$ cat src/rtl/apb_traffic_gen.sv
// apb_traffic_gen: LFSR-driven APB request generator usable as a synthesizable bus self-test.
// Issues write, read or write+readback items with a fixed idle gap and tallies the outcome.
module apb_traffic_gen #(
    parameter int                ADDR_W    = 32,
    parameter int                DATA_W    = 32,
    parameter logic [ADDR_W-1:0] BASE_ADDR = ADDR_W'(32'h1000_0000),
    parameter int                SPAN_W    = 14,
    parameter int                GAP       = 5,
    parameter int                TIMEOUT   = 256,
    parameter logic [31:0]       SEED      = 32'hACE1_2345
) (
    input  logic              PCLK,
    input  logic              PRESET,
    input  logic              start,
    input  logic [1:0]        mode,
    input  logic [15:0]       num_txn,
    output logic              transfer,
    output logic              write,
    output logic [ADDR_W-1:0] addr,
    output logic [DATA_W-1:0] wdata,
    input  logic [DATA_W-1:0] rdata,
    input  logic              ready,
    output logic              busy,
    output logic              done,
    output logic [15:0]       txn_count,
    output logic [15:0]       err_count,
    output logic              timeout_err
);

    // state      | meaning
    // S_IDLE     | waiting for start
    // S_GEN      | build addr/wdata from the LFSR (two steps)
    // S_ISSUE    | transfer pulse for the main access
    // S_WAIT     | waiting for ready on the main access
    // S_RB_ISSUE | transfer pulse for the readback
    // S_RB_WAIT  | waiting for ready on the readback, compare rdata
    // S_GAP      | idle cycles between items
    // S_FIN      | raise done, drop busy
    typedef enum logic [2:0] {
        S_IDLE, S_GEN, S_ISSUE, S_WAIT, S_RB_ISSUE, S_RB_WAIT, S_GAP, S_FIN
    } state_t;

    localparam int TMR_W = $clog2(TIMEOUT + 1);
    localparam int GAP_W = $clog2(GAP + 2);
    // WAIT starts one edge after the transfer pulse, so expiry lands on the TIMEOUT-th edge
    localparam logic [TMR_W-1:0] TMR_LOAD = TMR_W'(TIMEOUT - 2);
    localparam logic [GAP_W-1:0] GAP_LOAD = GAP_W'((GAP > 0) ? GAP - 1 : 0);
    localparam logic [31:0]      POLY     = 32'h8020_0003;

    state_t            state_q, state_nxt, after_item;
    logic [31:0]       lfsr_q, lfsr_nxt, lfsr_s1;
    logic [1:0]        mode_q, mode_nxt;
    logic [15:0]       rem_q, rem_nxt;
    logic [TMR_W-1:0]  tmr_q, tmr_nxt;
    logic [GAP_W-1:0]  gap_q, gap_nxt;
    logic [DATA_W-1:0] exp_q, exp_nxt;
    logic [ADDR_W-1:0] offset;
    logic              transfer_nxt, write_nxt, busy_nxt, done_nxt, timeout_nxt;
    logic [ADDR_W-1:0] addr_nxt;
    logic [DATA_W-1:0] wdata_nxt;
    logic [15:0]       txn_nxt, err_nxt;

    function automatic logic [31:0] lfsr_step(input logic [31:0] s);
        return {1'b0, s[31:1]} ^ (s[0] ? POLY : 32'h0);
    endfunction

    always_comb begin
        lfsr_s1 = lfsr_step(lfsr_q);
        offset = '0;
        offset[SPAN_W-1:2] = lfsr_q[SPAN_W-1:2];
        after_item = (rem_q == 16'd1) ? S_FIN : ((GAP == 0) ? S_GEN : S_GAP);

        state_nxt    = state_q;
        lfsr_nxt     = lfsr_q;
        mode_nxt     = mode_q;
        rem_nxt      = rem_q;
        tmr_nxt      = tmr_q;
        gap_nxt      = gap_q;
        exp_nxt      = exp_q;
        transfer_nxt = 1'b0;
        done_nxt     = 1'b0;
        write_nxt    = write;
        addr_nxt     = addr;
        wdata_nxt    = wdata;
        busy_nxt     = busy;
        txn_nxt      = txn_count;
        err_nxt      = err_count;
        timeout_nxt  = timeout_err;

        case (state_q)
            S_IDLE: begin
                if (start) begin
                    mode_nxt    = (mode == 2'd3) ? 2'd0 : mode;
                    rem_nxt     = num_txn;
                    txn_nxt     = '0;
                    err_nxt     = '0;
                    timeout_nxt = 1'b0;
                    busy_nxt    = 1'b1;
                    state_nxt   = (num_txn == 16'd0) ? S_FIN : S_GEN;
                end
            end
            S_GEN: begin
                addr_nxt     = BASE_ADDR + offset;
                wdata_nxt    = lfsr_s1[DATA_W-1:0];
                lfsr_nxt     = lfsr_step(lfsr_s1);
                write_nxt    = (mode_q != 2'd1);
                transfer_nxt = 1'b1;
                state_nxt    = S_ISSUE;
            end
            S_ISSUE, S_RB_ISSUE: begin
                tmr_nxt   = TMR_LOAD;
                state_nxt = (state_q == S_ISSUE) ? S_WAIT : S_RB_WAIT;
            end
            S_WAIT, S_RB_WAIT: begin
                if (ready) begin
                    if (state_q == S_WAIT && mode_q == 2'd2) begin
                        exp_nxt      = wdata;
                        write_nxt    = 1'b0;
                        transfer_nxt = 1'b1;
                        state_nxt    = S_RB_ISSUE;
                    end else begin
                        if (state_q == S_RB_WAIT && rdata != exp_q && err_count != 16'hFFFF)
                            err_nxt = err_count + 16'd1;
                        txn_nxt   = txn_count + 16'd1;
                        rem_nxt   = rem_q - 16'd1;
                        gap_nxt   = GAP_LOAD;
                        state_nxt = after_item;
                    end
                end else if (tmr_q == '0) begin
                    timeout_nxt = 1'b1;
                    state_nxt   = S_FIN;
                end else begin
                    tmr_nxt = tmr_q - 1'b1;
                end
            end
            S_GAP: begin
                if (gap_q == '0)
                    state_nxt = S_GEN;
                else
                    gap_nxt = gap_q - 1'b1;
            end
            S_FIN: begin
                done_nxt  = 1'b1;
                busy_nxt  = 1'b0;
                state_nxt = S_IDLE;
            end
            default: state_nxt = S_IDLE;
        endcase
    end

    always_ff @(posedge PCLK or posedge PRESET) begin
        if (PRESET) begin
            state_q     <= S_IDLE;
            lfsr_q      <= SEED;
            mode_q      <= '0;
            rem_q       <= '0;
            tmr_q       <= '0;
            gap_q       <= '0;
            exp_q       <= '0;
            transfer    <= 1'b0;
            write       <= 1'b0;
            addr        <= '0;
            wdata       <= '0;
            busy        <= 1'b0;
            done        <= 1'b0;
            txn_count   <= '0;
            err_count   <= '0;
            timeout_err <= 1'b0;
        end else begin
            state_q     <= state_nxt;
            lfsr_q      <= lfsr_nxt;
            mode_q      <= mode_nxt;
            rem_q       <= rem_nxt;
            tmr_q       <= tmr_nxt;
            gap_q       <= gap_nxt;
            exp_q       <= exp_nxt;
            transfer    <= transfer_nxt;
            write       <= write_nxt;
            addr        <= addr_nxt;
            wdata       <= wdata_nxt;
            busy        <= busy_nxt;
            done        <= done_nxt;
            txn_count   <= txn_nxt;
            err_count   <= err_nxt;
            timeout_err <= timeout_nxt;
        end
    end

endmodule

$ cat config.mk
export PLATFORM = sky130hd
export DESIGN_NAME = apb_traffic_gen
export DESIGN_NICKNAME = d
export VERILOG_FILES = /design/src/rtl/apb_traffic_gen.sv
export SDC_FILE = /design/constraint.sdc
export NUM_CORES = 1
export LEC_CHECK = 0
export ABC_AREA = 1
export CORE_MARGIN = 2
export CORE_UTILIZATION = 53
export CTS_CLUSTER_SIZE = 10
export DETAILED_ROUTE_END_ITERATION = 12
export GPL_TIMING_DRIVEN = 1
export PLACE_DENSITY = 0.81
export SLEW_MARGIN = 20
export SYNTH_ARGS = -nofsm -noshare
export SYNTH_HDL_FRONTEND = slang
export SYNTH_SLANG_ARGS = --single-unit
$ cat constraint.sdc
create_clock -name PCLK -period 6.4 [get_ports PCLK]
set_input_delay 1.28 -clock PCLK [delete_from_list [all_inputs] [get_ports PCLK]]
set_output_delay 1.28 -clock PCLK [all_outputs]
set_load 0.01 [all_outputs]
After elaboration in Yosys (flattened, before gate mapping)
Index checks and enable logic that the tools add are counted.
Widths: inputs -> output; s select.
{"block": "totals", "ff_bits": 198, "in_bits": 54, "output_inout_bits": 101, "wordCells": 116}
{"block": "op_classes", "add_sub_neg": 6, "n_eq_ne": 24, "muxes": 44, "n_bitwise": 2, "reduce_logical": 24}
{"cell": "$mux 16", "n": 9}
{"cell": "$pmux 16 s2", "n": 3}
{"cell": "$mux 32", "n": 2}
{"cell": "$xor 31x32->32", "n": 2}
{"cell": "$add 16x1->16 const B", "n": 2}
{"cell": "$ne 32x32->1", "n": 1}
{"cell": "$add 29x14->30 const A", "n": 1}
{"cell": "$mux 3", "n": 9}
{"cell": "$ne 2x2->1 const B", "n": 10}
{"cell": "$mux 9", "n": 2}
{"cell": "$pmux 3 s6", "n": 1}
{"cell": "$pmux 9 s2", "n": 1}
{"cell": "$eq 16x1->1 const B", "n": 1}
{"cell": "$logic_not 16->1", "n": 1}
{"cell": "$ne 16x16->1 const B", "n": 1}
{"cell": "$sub 16x1->16 const B", "n": 1}
{"cell": "$eq 3x3->1 const B", "n": 4}
{"cell": "$reduce_and 3->1", "n": 4}
{"cell": "$reduce_and 4->1", "n": 3}
{"cell": "$mux 1", "n": 10}
{"cell": "$reduce_bool 2->1", "n": 5}
{"cell": "$logic_not 9->1", "n": 1}
{"cell": "$sub 9x1->9 const B", "n": 1}
{"cell": "$pmux 1 s2", "n": 4}
{"cell": "other kinds (13)", "n": 21}

Depth between registers and ports, before layout
Gate-level depths: netlist of run 1.
{"block": "depth", "word_depth": 7, "mapped_depth": 13, "ltp_nobuf": 12}

Worst setup path after synthesis of run 1
Ideal clock, no wire load.
{"block": "synth_timing", "path_kind": "in2reg", "startpoint": "input port ready", "endpoint": "register err_count[2]", "setup_time_ns": 0.117, "arrival_time_ns": 2.181, "required_time_ns": 6.283, "path_slack_ns": 4.103, "cell_stages": 8, "path_buffers": 1, "cell_sequence": "inv_1 > a21oi_1 > nand2_2 > nor2_2 > nand3_2 > buf_2 > nand3_1 > nand2_1"}
{"block": "synth_between", "elab_chain_len": 2}
{"item": "start: declaration", "line_no": "22", "text": "input logic ready,"}
{"item": "$ne 2x2->1 (no line)"}
{"item": "$reduce_and 5->1 (no line)"}
{"item": "end signal: assignment", "line_no": "184", "text": "err_count <= err_nxt;"}
{"item": "end: declaration", "line_no": "26", "text": "output logic [15:0] err_count,"}
No other way between the ends.
A chain may end at the register's enable or synchronous reset.

Worst setup path in the final report of run 1
Ends and elaborated chain as after synthesis.

==> results.yml, run 1 <==
sta:
  fin_ws_ns: 3.317
  period_minus_slack_ns: 3.083
  worst_slew_pin_slew_ns: 0.7518
  relSlewSlack_pct: 49.81
  finClkSkew_ns: 0.008835
  finalSetupViolCount: 0
  slew_viol_final: 0
  fin_crit_sh_pct: 48.17
  rsz0062_at_grt: "false"
  clock.fmax_mhz: 324.4
  tns_ns: 0
  hold_violations: 0
setup_path:
  reg2reg_depth: 10
  r2r_slack_ns: 3.65
  path_class: "input port to register"
  cp_top_family: "simple AND/OR/NAND/NOR gates"
  cp.required_ns: 6.76
  path_common_cell: "nand2_1"
  cpMaxStageDelayCell: "clkdlybuf4s50_1"
  critPathMaxStageDelay_ns: 0.49
  cp-end-kind: "register"
  reg2reg_from: "state_q[2]"
  critPathArrivalTime_ns: 3.44
  crit_buf_inv: 3
  crit_fanout: 30
  path_cells: "clkdlybuf4s50_1 > inv_1 > a21oi_1 > nand2_2 > nor2_4 > inv_2 > nand2_4 > nand2_1 > nand2_1"
  path_depth: 9
  crit_end: "err_count[2]"
  cp-startpoint: "ready"
  reg2reg_to: "tmr_q[3]"
  cp-start-kind: "input port"
clocking:
  clk_latency_ns: 0.43
  cts_buffer_depth: 2
  postCtsHoldBufs: 0
  cts_setup_buffers: 0
  cts_buffers: 17
  clk_pin_slew_ns: 0.07
  cts_resized: 0
  numClockSinks: 151
  cts_tree: "done"
  htree_levels: 4
  cts_root_buf: "clkbuf_16"
cells_and_area:
  nets: 1187
  drive_above_1_share_pct: 6.673
  n_antenna_cell: 0
  area_delta_synth_final_pct: 22.81
  final.fill_count: 1180
pwr:
  power_density_nw_per_um2: 338.1
  peakVddDrop_mv: 0.2602
  power_leakage_uw: 0.004524
placed_design:
  post-place-ws_ns: 2.896
  gp_congestion: 0.8713
  hpwl_mm: 13.43
  port_buffers: 135
logic_synthesis:
  async_reset_ff_share_pct: 100.0
  ys.warnings.count: 0
  synth_edf_count: 0
  synth_cell_types: 44
  ys_seq_area_share_pct: 47.41
  syn_inst: 1026
  synth_top_cell_by_area: "dfrtp_1"
  avgSynthCellArea_um2: 7.805
  ys_ff_latch: 151
  synth.area.top_cells: "dfrtp_1 43%, nand2_1 16%, nor2_1 4.6%, dfstp_2 4.6%, buf_4 4.5%"
  syn-cell-area_um2: 8008
  synth_commonest_cells: "337 x nand2_1, 137 x dfrtp_1, 99 x nor2_1"
  synth_top_area_share_pct: 42.81
  yosysMostFrequentCell: "nand2_1"
  synthFlopType: "dfrtp_1"
drt:
  vias: 6968
  postRouteAntennaNets: 0
  dr.pass1.iters: 5
  drt_iter0_markers: 709
  drt-total-wl_mm: 19.56
  vias_per_cell: 5.267
  route.detailed.drc: 0
  wl_per_cell_um: 14.78
global_routing:
  grt_pass1_wl_mm: 31.90
  grt_max_degree: 109
  grt_overflow: 0
  grt_pass1_vias: 6499
  grt_use_total_pct: 24.86
  antenna_found_initial: 1
floorplan:
  core_um2: 14640
  io_pins: 155
  dieArea_um2: 16110
  dieWidth_um: 126.9
  initial_core_util_pct: 54.68
  rows: 44
  fp.dieH_um: 126.9
worst_hold_path:
  hp-class: "register to register"
  hp-start: "lfsr_q[23]"
status:
  status: "completed"
flow_run:
  drv_cap: 0
-- final cells by class --
| type | instances | area [µm²] | share of cell area [%] |
|---|---|---|---|
| clock buffer | 18 | 439.2 | 4.466 |
| clock inverter | 14 | 165.2 | 1.679 |
| inverter | 86 | 329.1 | 3.346 |
| multi-input combinational | 730 | 3466 | 35.24 |
| sequential | 151 | 3796 | 38.60 |
| tap | 184 | 230.2 | 2.341 |
| timing repair buffer | 140 | 1409 | 14.33 |
-- worst min path at each step --
stage | to | slack, ns | cells past startpoint
after floorplan | lfsr_q[29] | 0.44 | 2
after global placement | lfsr_q[8] | 0.45 | 2
after detailed placement | addr[28] | 0.46 | 1
after CTS | lfsr_q[23] | 0.47 | 2
after global routing | lfsr_q[23] | 0.48 | 2
final | lfsr_q[23] | 0.47 | 2
-- cell usage in the layout (no fill, tap or decap), types with 5 or more instances in the layout --
cell type        count
nand2_1            337
dfrtp_1            137
clkdlybuf4s50_1    135
nor2_1              97
inv_1               78
o21ai_0             67
nand3_1             56
xnor2_1             27
xor2_1              24
nor3_1              22
conb_1              19
clkbuf_16           17
dfstp_2             14
a21oi_1             12
nand4_1              9
ha_1                 7
a31oi_1              6
inv_2                5
-- worst reg2reg max path, cell delays in order (launching register included) --
cell	delay, ns
dfrtp_1	0.47
inv_2	0.11
nand3_2	0.09
nand2_4	0.21
inv_2	0.63
nor2_2	0.18
o21ai_1	0.28
nand2_1	0.28
nand2_1	0.16
xor2_1	0.15
nand2_1	0.07
-- cells by family after synthesis --
group                      share of synthesized area (%)
DFF                                                47.41
adders and majority gates                          1.094
AOI/OAI and AO/OA                                  7.297
and+or+nand+nor                                    28.36
other                                            0.04683
buffers and inverters                              10.22
xor gates and xnor gates                           5.578
-- power by group --
group	switching [µW]	total [µW]	internal, µW
logic	767	1090	324
clock network	422	1020	597
registers	117	1220	1100
-- per-stage QoR --
stage	cell area, µm²	hold slack (ns)	power (µW)	util [%]	instances
after detailed placement	9203	0.4558	2303	62.84	1290
after global routing	9834	0.4802	3539	67.16	1323
after CTS	9807	0.4689	3328	66.97	1322
after global placement	9203	0.4544	2257	62.84	1290
final	9834	0.4672	3325	67.16	1323
after floorplan	8075	0.4440	2052	-	1044
-- flip-flops by register name (all words and copies together), names as in the netlist --
register and cells:
addr 2, busy 1, done 1, err_count 16, exp_q 32, gap_q 3, lfsr_q 16, mode_q 2
rem_q 16, state_q 3, timeout_err 1, tmr_q 9, transfer 1, txn_count 16, wdata 31, write 1
-- per-layer routing --
metal / track usage [%] / wire (µm)
met5: 0 / 13
met4: 9.244 / 470
met3: 5.567 / 1106
met2: 38.17 / 9227
met1: 34.82 / 8741
No activity file was read; power rests on OpenSTA's default activity.
==> run 2: changes to the inputs <==
--- a/config.mk
+++ b/config.mk
@@ -7,11 +7,11 @@
 export LEC_CHECK = 0
 export ABC_AREA = 1
 export CORE_MARGIN = 2
-export CORE_UTILIZATION = 53
+export CORE_UTILIZATION = 47
 export CTS_CLUSTER_SIZE = 10
 export DETAILED_ROUTE_END_ITERATION = 12
 export GPL_TIMING_DRIVEN = 1
-export PLACE_DENSITY = 0.81
+export PLACE_DENSITY = 0.76
 export SLEW_MARGIN = 20
 export SYNTH_ARGS = -nofsm -noshare
 export SYNTH_HDL_FRONTEND = slang
==> constraint.sdc (replaced) <==
create_clock -name PCLK -period 2.69 [get_ports PCLK]
set_input_delay 0.538 -clock PCLK [delete_from_list [all_inputs] [get_ports PCLK]]
set_output_delay 0.538 -clock PCLK [all_outputs]
set_load 0.01 [all_outputs]
==> run 2 against run 1 <==
  * Combinational power up 150%
  * Utilization down 7.2 points
  * Largest cell class unchanged
  * Wire length down 2.6%
  * First-iteration DRC count down 36%
  * Count of clock-buffer cells in the layout unchanged
  * Register-to-register slack worse by 3.3 ns
  * Via count down 0.73%
  * Global-route usage down 3.0 points
  * Flip-flop and latch count unchanged
  * Hold slack about the same
  * Critical path depth up 2
  * Sequential power up 140%
==> results.yml, run 2 (synthesis results as in run 1) <==
drt:
  wl_per_cell_um: 13.91
  vias_per_cell: 5.053
  vias: 6917
  drt-total-wl_mm: 19.04
  dr.pass1.iters: 5
  postRouteAntennaNets: 0
  drt_iter0_markers: 454
  route.detailed.drc: 0
pwr:
  power_density_nw_per_um2: 797.2
  power_leakage_uw: 0.004565
  peakVddDrop_mv: 0.4732
  power_uw: 7950
clocking:
  postCtsHoldBufs: 0
  cts_resized: 0
  cts_tree: "done"
  cts_setup_buffers: 0
  cts_buffer_depth: 2
  htree_levels: 4
  clk_latency_ns: 0.43
  numClockSinks: 151
  cts_root_buf: "clkbuf_16"
  cts_buffers: 17
  clk_pin_slew_ns: 0.07
global_routing:
  grt_max_degree: 54
  grt_pass1_wl_mm: 31.42
  grt_overflow: 0
  antenna_found_initial: 0
  grt_use_total_pct: 21.91
  grt_pass1_vias: 6447
status:
  status: "completed"
sta:
  clock.fmax_mhz: 424.9
  worst_slew_pin_slew_ns: 0.5908
  period_minus_slack_ns: 2.354
  hold_violations: 0
  slew_viol_final: 0
  finClkSkew_ns: 0.01310
  fin_crit_sh_pct: 87.49
  finalSetupViolCount: 0
  relSlewSlack_pct: 60.31
  tns_ns: 0
  rsz0062_at_grt: "false"
floorplan:
  io_pins: 155
  dieArea_um2: 18100
  initial_core_util_pct: 48.12
  core_um2: 16640
  dieWidth_um: 134.5
  fp.dieH_um: 134.5
  rows: 47
worst_hold_path:
  whs_endpoint: "lfsr_q[8]"
  min_path_cells: 2
  hp-start: "lfsr_q[8]"
  hp-class: "register to register"
setup_path:
  path_cells: "inv_2 > nand3_2 > nand2_4 > nand2_1 > nand2_1 > nand2_2 > buf_4 > clkinv_2 > nand3_1 > nor2_1 > o21a_1"
  r2r_slack_ns: 0.34
  cp-end-kind: "register"
  critPathArrivalTime_ns: 2.66
  reg2reg_from: "state_q[2]"
  cp.required_ns: 3.00
  reg2reg_to: "txn_count[7]"
  critPathMaxStageDelay_ns: 0.50
  crit_fanout: 33
  path_common_cell: "nand2_1"
  reg2reg_depth: 11
  cpMaxStageDelayCell: "dfrtp_1"
  path_class: "register to register"
  cp-start-kind: "register"
placed_design:
  placed_cells: 1337
  hpwl_mm: 13.74
  gp_congestion: 0.8776
  port_buffers: 135
cells_and_area:
  top_regs: "exp_q x32, wdata x31"
  largest_reg_flops: 32
  drive_above_1_share_pct: 7.485
  instances_no_fill: 1369
  final_common_cell: "nand2_1"
  area_delta_synth_final_pct: 24.53
  layout_common_cells: "337 x nand2_1, 137 x dfrtp_1, 135 x clkdlybuf4s50_1, 97 x nor2_1, 78 x inv_1"
  nets: 1197
  regMostFlops: "exp_q"
  n_antenna_cell: 0
flow_run:
  drv_cap: 0
-- run 2: critical path, delay by kind of cell (launching register included) --
family          cells  cell delay, ns
flops               1            0.50
compound gates      1            0.17
buf+inv             3            0.68
simple gates        7            0.89
-- run 2: worst max-delay path by stage --
| stage | startpoint | to | slack [ns] | cells after the start |
|---|---|---|---|---|
| 2_1_floorplan | PRESET | addr[28] | 0.26 | 1 |
| 3_3_place_gp | ready | txn_count[7] | 0.26 | 9 |
| 3_5_place_dp | ready | txn_count[7] | 0.23 | 9 |
| 4_1_cts | state_q[2] | txn_count[7] | 0.36 | 11 |
| 5_1_grt | state_q[2] | txn_count[7] | 0.11 | 11 |
| 6_report | state_q[2] | txn_count[7] | 0.34 | 11 |
-- run 2: metal layers --
metal | GRT usage, % | vias up | share of wire [%]
li1 | - | 3428 | -
met1 | 29.57 | 3263 | 45
met2 | 35.23 | 197 | 48
met3 | 4.992 | 29 | 5.6
met4 | 7.193 | 0 | 1.9
met5 | 0 | - | 0
-- run 2: per-stage QoR --
| step | setup WS, ns | utilization [%] | hold slack (ns) | cell area [µm²] |
|---|---|---|---|---|
| 3_5_place_dp | 0.2291 | 56.36 | 0.4572 | 9379 |
| 3_3_place_gp | 0.2647 | 56.36 | 0.4513 | 9379 |
| 6_report | 0.3364 | 59.92 | 0.4675 | 9972 |
| 2_1_floorplan | 0.2605 | - | 0.4440 | 8079 |
| 5_1_grt | 0.1118 | 59.92 | 0.4757 | 9972 |
| 4_1_cts | 0.3626 | 59.92 | 0.4675 | 9972 |
-- run 2: power by group --
group | leakage, µW | internal (µW) | switching [µW]
Clock | 0.000291 | 1260 | 1080
Combinational | 0.00233 | 863 | 1850
Sequential | 0.00195 | 2610 | 279
-- run 2: layout make-up --
class	instances	area (µm²)
timing repair buffer	150	1514
inverter	86	327.8
clock buffer	18	439.2
multi-input combinational	730	3466
sequential	151	3796
fill	1456	6670
clock inverter	14	153.9
tap	220	275.3
==> run 3: changes to the inputs <==
--- a/config.mk
+++ b/config.mk
@@ -11,8 +11,9 @@
 export CTS_CLUSTER_SIZE = 10
 export DETAILED_ROUTE_END_ITERATION = 12
 export GPL_TIMING_DRIVEN = 1
-export PLACE_DENSITY = 0.76
+export PLACE_DENSITY = 0.81
 export SLEW_MARGIN = 20
 export SYNTH_ARGS = -nofsm -noshare
 export SYNTH_HDL_FRONTEND = slang
 export SYNTH_SLANG_ARGS = --single-unit
+export TNS_END_PERCENT = 20
==> run 3 against run 2 <==
  * Worst setup slack better by 0.011 ns
  * Largest power group unchanged
  * Die area unchanged
  * Critical path type unchanged
  * Non-clock buffer count fell by 1
==> results.yml, run 3 (synthesis results as in run 1) <==
status:
  status: "completed"
flow_run:
  drv_cap: 0
global_routing:
  grt_overflow: 0
  grt_max_degree: 88
  grt_use_total_pct: 21.92
  grt_pass1_vias: 6477
  grt_pass1_wl_mm: 31.72
  antenna_found_initial: 0
pwr:
  power_density_nw_per_um2: 795.9
  power_leakage_uw: 0.004538
  peakVddDrop_mv: 0.4881
placed_design:
  post-place-ws_ns: 0.2515
  placed_cells: 1336
  hpwl_mm: 13.62
  port_buffers: 135
  post_dp_cell_area_um2: 9346
  gp_congestion: 0.8974
cells_and_area:
  final.fill_count: 1464
  nets: 1196
  area_delta_synth_final_pct: 23.83
  n_antenna_cell: 0
  instances_no_fill: 1368
  final_common_cell: "nand2_1"
  drive_above_1_share_pct: 7.317
  postLayoutCellArea_um2: 9916
  layout_common_cells: "337 x nand2_1, 137 x dfrtp_1, 135 x clkdlybuf4s50_1, 97 x nor2_1, 78 x inv_1"
  largest_reg_flops: 32
  regMostFlops: "exp_q"
  top_regs: "exp_q x32, wdata x31"
floorplan:
  io_pins: 155
  core_um2: 16640
  dieWidth_um: 134.5
  initial_core_util_pct: 48.12
  fp.dieH_um: 134.5
  dieArea_um2: 18100
  rows: 47
setup_path:
  reg2reg_depth: 10
  cp-end-kind: "register"
  critPathArrivalTime_ns: 2.65
  crit_fanout: 33
  r2r_slack_ns: 0.35
  cp-startpoint: "state_q[2]"
  cp-start-kind: "register"
  reg2reg_from: "state_q[2]"
  cp.required_ns: 3.00
  reg2reg_to: "txn_count[7]"
  path_class: "register to register"
sta:
  relSlewSlack_pct: 64.32
  finalSetupViolCount: 0
  finClkSkew_ns: 0.01561
  slew_viol_final: 0
  hold_violations: 0
  tns_ns: 0
  rsz0062_at_grt: "false"
  period_minus_slack_ns: 2.342
  fin_ws_ns: 0.3476
  worst_slew_pin_slew_ns: 0.5312
  fin_crit_sh_pct: 87.08
  clock.fmax_mhz: 426.9
clocking:
  postCtsHoldBufs: 0
  cts_root_buf: "clkbuf_16"
  cts_tree: "done"
  numClockSinks: 151
  clk_pin_slew_ns: 0.07
  cts_resized: 0
  cts_buffers: 17
  htree_levels: 4
  cts_setup_buffers: 0
  clk_latency_ns: 0.43
  cts_buffer_depth: 2
drt:
  drt_iter0_markers: 582
  drt-total-wl_mm: 19.14
  wl_per_cell_um: 13.99
  postRouteAntennaNets: 0
  dr.pass1.iters: 7
  vias: 6894
  vias_per_cell: 5.039
  route.detailed.drc: 0
worst_hold_path:
  hp-start: "lfsr_q[29]"
  hp-class: "register to register"
  whs_endpoint: "lfsr_q[29]"
  min_path_cells: 2
run 3: changes by cell type in the layout (fill, tap and decap cells not counted):
cell,change
buf_12,-2
inv_8,+4
clkbuf_1,+1
clkinv_2,-1
clkinv_8,-4
clkinvlp_4,+2
inv_6,-2
buf_4,+1
run 3: metrics by stage:
| step | power, µW | util [%] | hold slack [ns] |
|---|---|---|---|
| final | 7892 | 59.58 | 0.4650 |
| after global routing | 8430 | 59.58 | 0.4760 |
| after CTS | 7911 | 59.58 | 0.4649 |
| after detailed placement | 5591 | 56.16 | 0.4537 |
| after global placement | 5494 | 56.16 | 0.4531 |
| after floorplan | 4882 | - | 0.4440 |
run 3: report_power, final:
part | internal [µW] | leakage, µW | switching (µW)
Combinational | 858 | 0.00231 | 1860
Clock | 1250 | 0.000276 | 1040
Sequential | 2610 | 0.00195 | 272
Total | 4730 | 0.00454 | 3170
run 3: how the worst max path moves through the flow:
| stage | end | cells past startpoint |
|---|---|---|
| floorplan | addr[28] | 1 |
| detailed placement | txn_count[7] | 8 |
| global route | txn_count[7] | 10 |
| CTS | txn_count[7] | 10 |
| finish | txn_count[7] | 10 |
| global placement | txn_count[7] | 8 |
run 3: layout make-up:
| class | count | area (µm²) | area share, % |
|---|---|---|---|
| tap | 220 | 275.3 | 2.776 |
| clock inverter | 13 | 126.4 | 1.274 |
| sequential | 151 | 3796 | 38.28 |
| clock buffer | 19 | 442.9 | 4.467 |
| timing repair buffer | 149 | 1481 | 14.94 |
| inverter | 86 | 327.8 | 3.306 |
| multi-input combinational | 730 | 3466 | 34.95 |
run 3: metal layers:
metal | routed length, µm | vias to the layer above | GRT usage, %
met4 | 259 | 0 | 6.316
met5 | 0 | - | 0
met1 | 8489 | 3254 | 29.94
met3 | 1105 | 19 | 4.842
met2 | 9287 | 217 | 35.37
li1 | - | 3404 | -
run 3: critical path: stages (launching register included):
cell and delay [ns]:
dfrtp_1 0.51, inv_2 0.12, nand3_2 0.10, nand2_4 0.12, nand2_1 0.16, nand2_1 0.08
nand2_2 0.26, clkinv_2 0.43, nand3_1 0.22, nor2_1 0.06, o21a_1 0.16
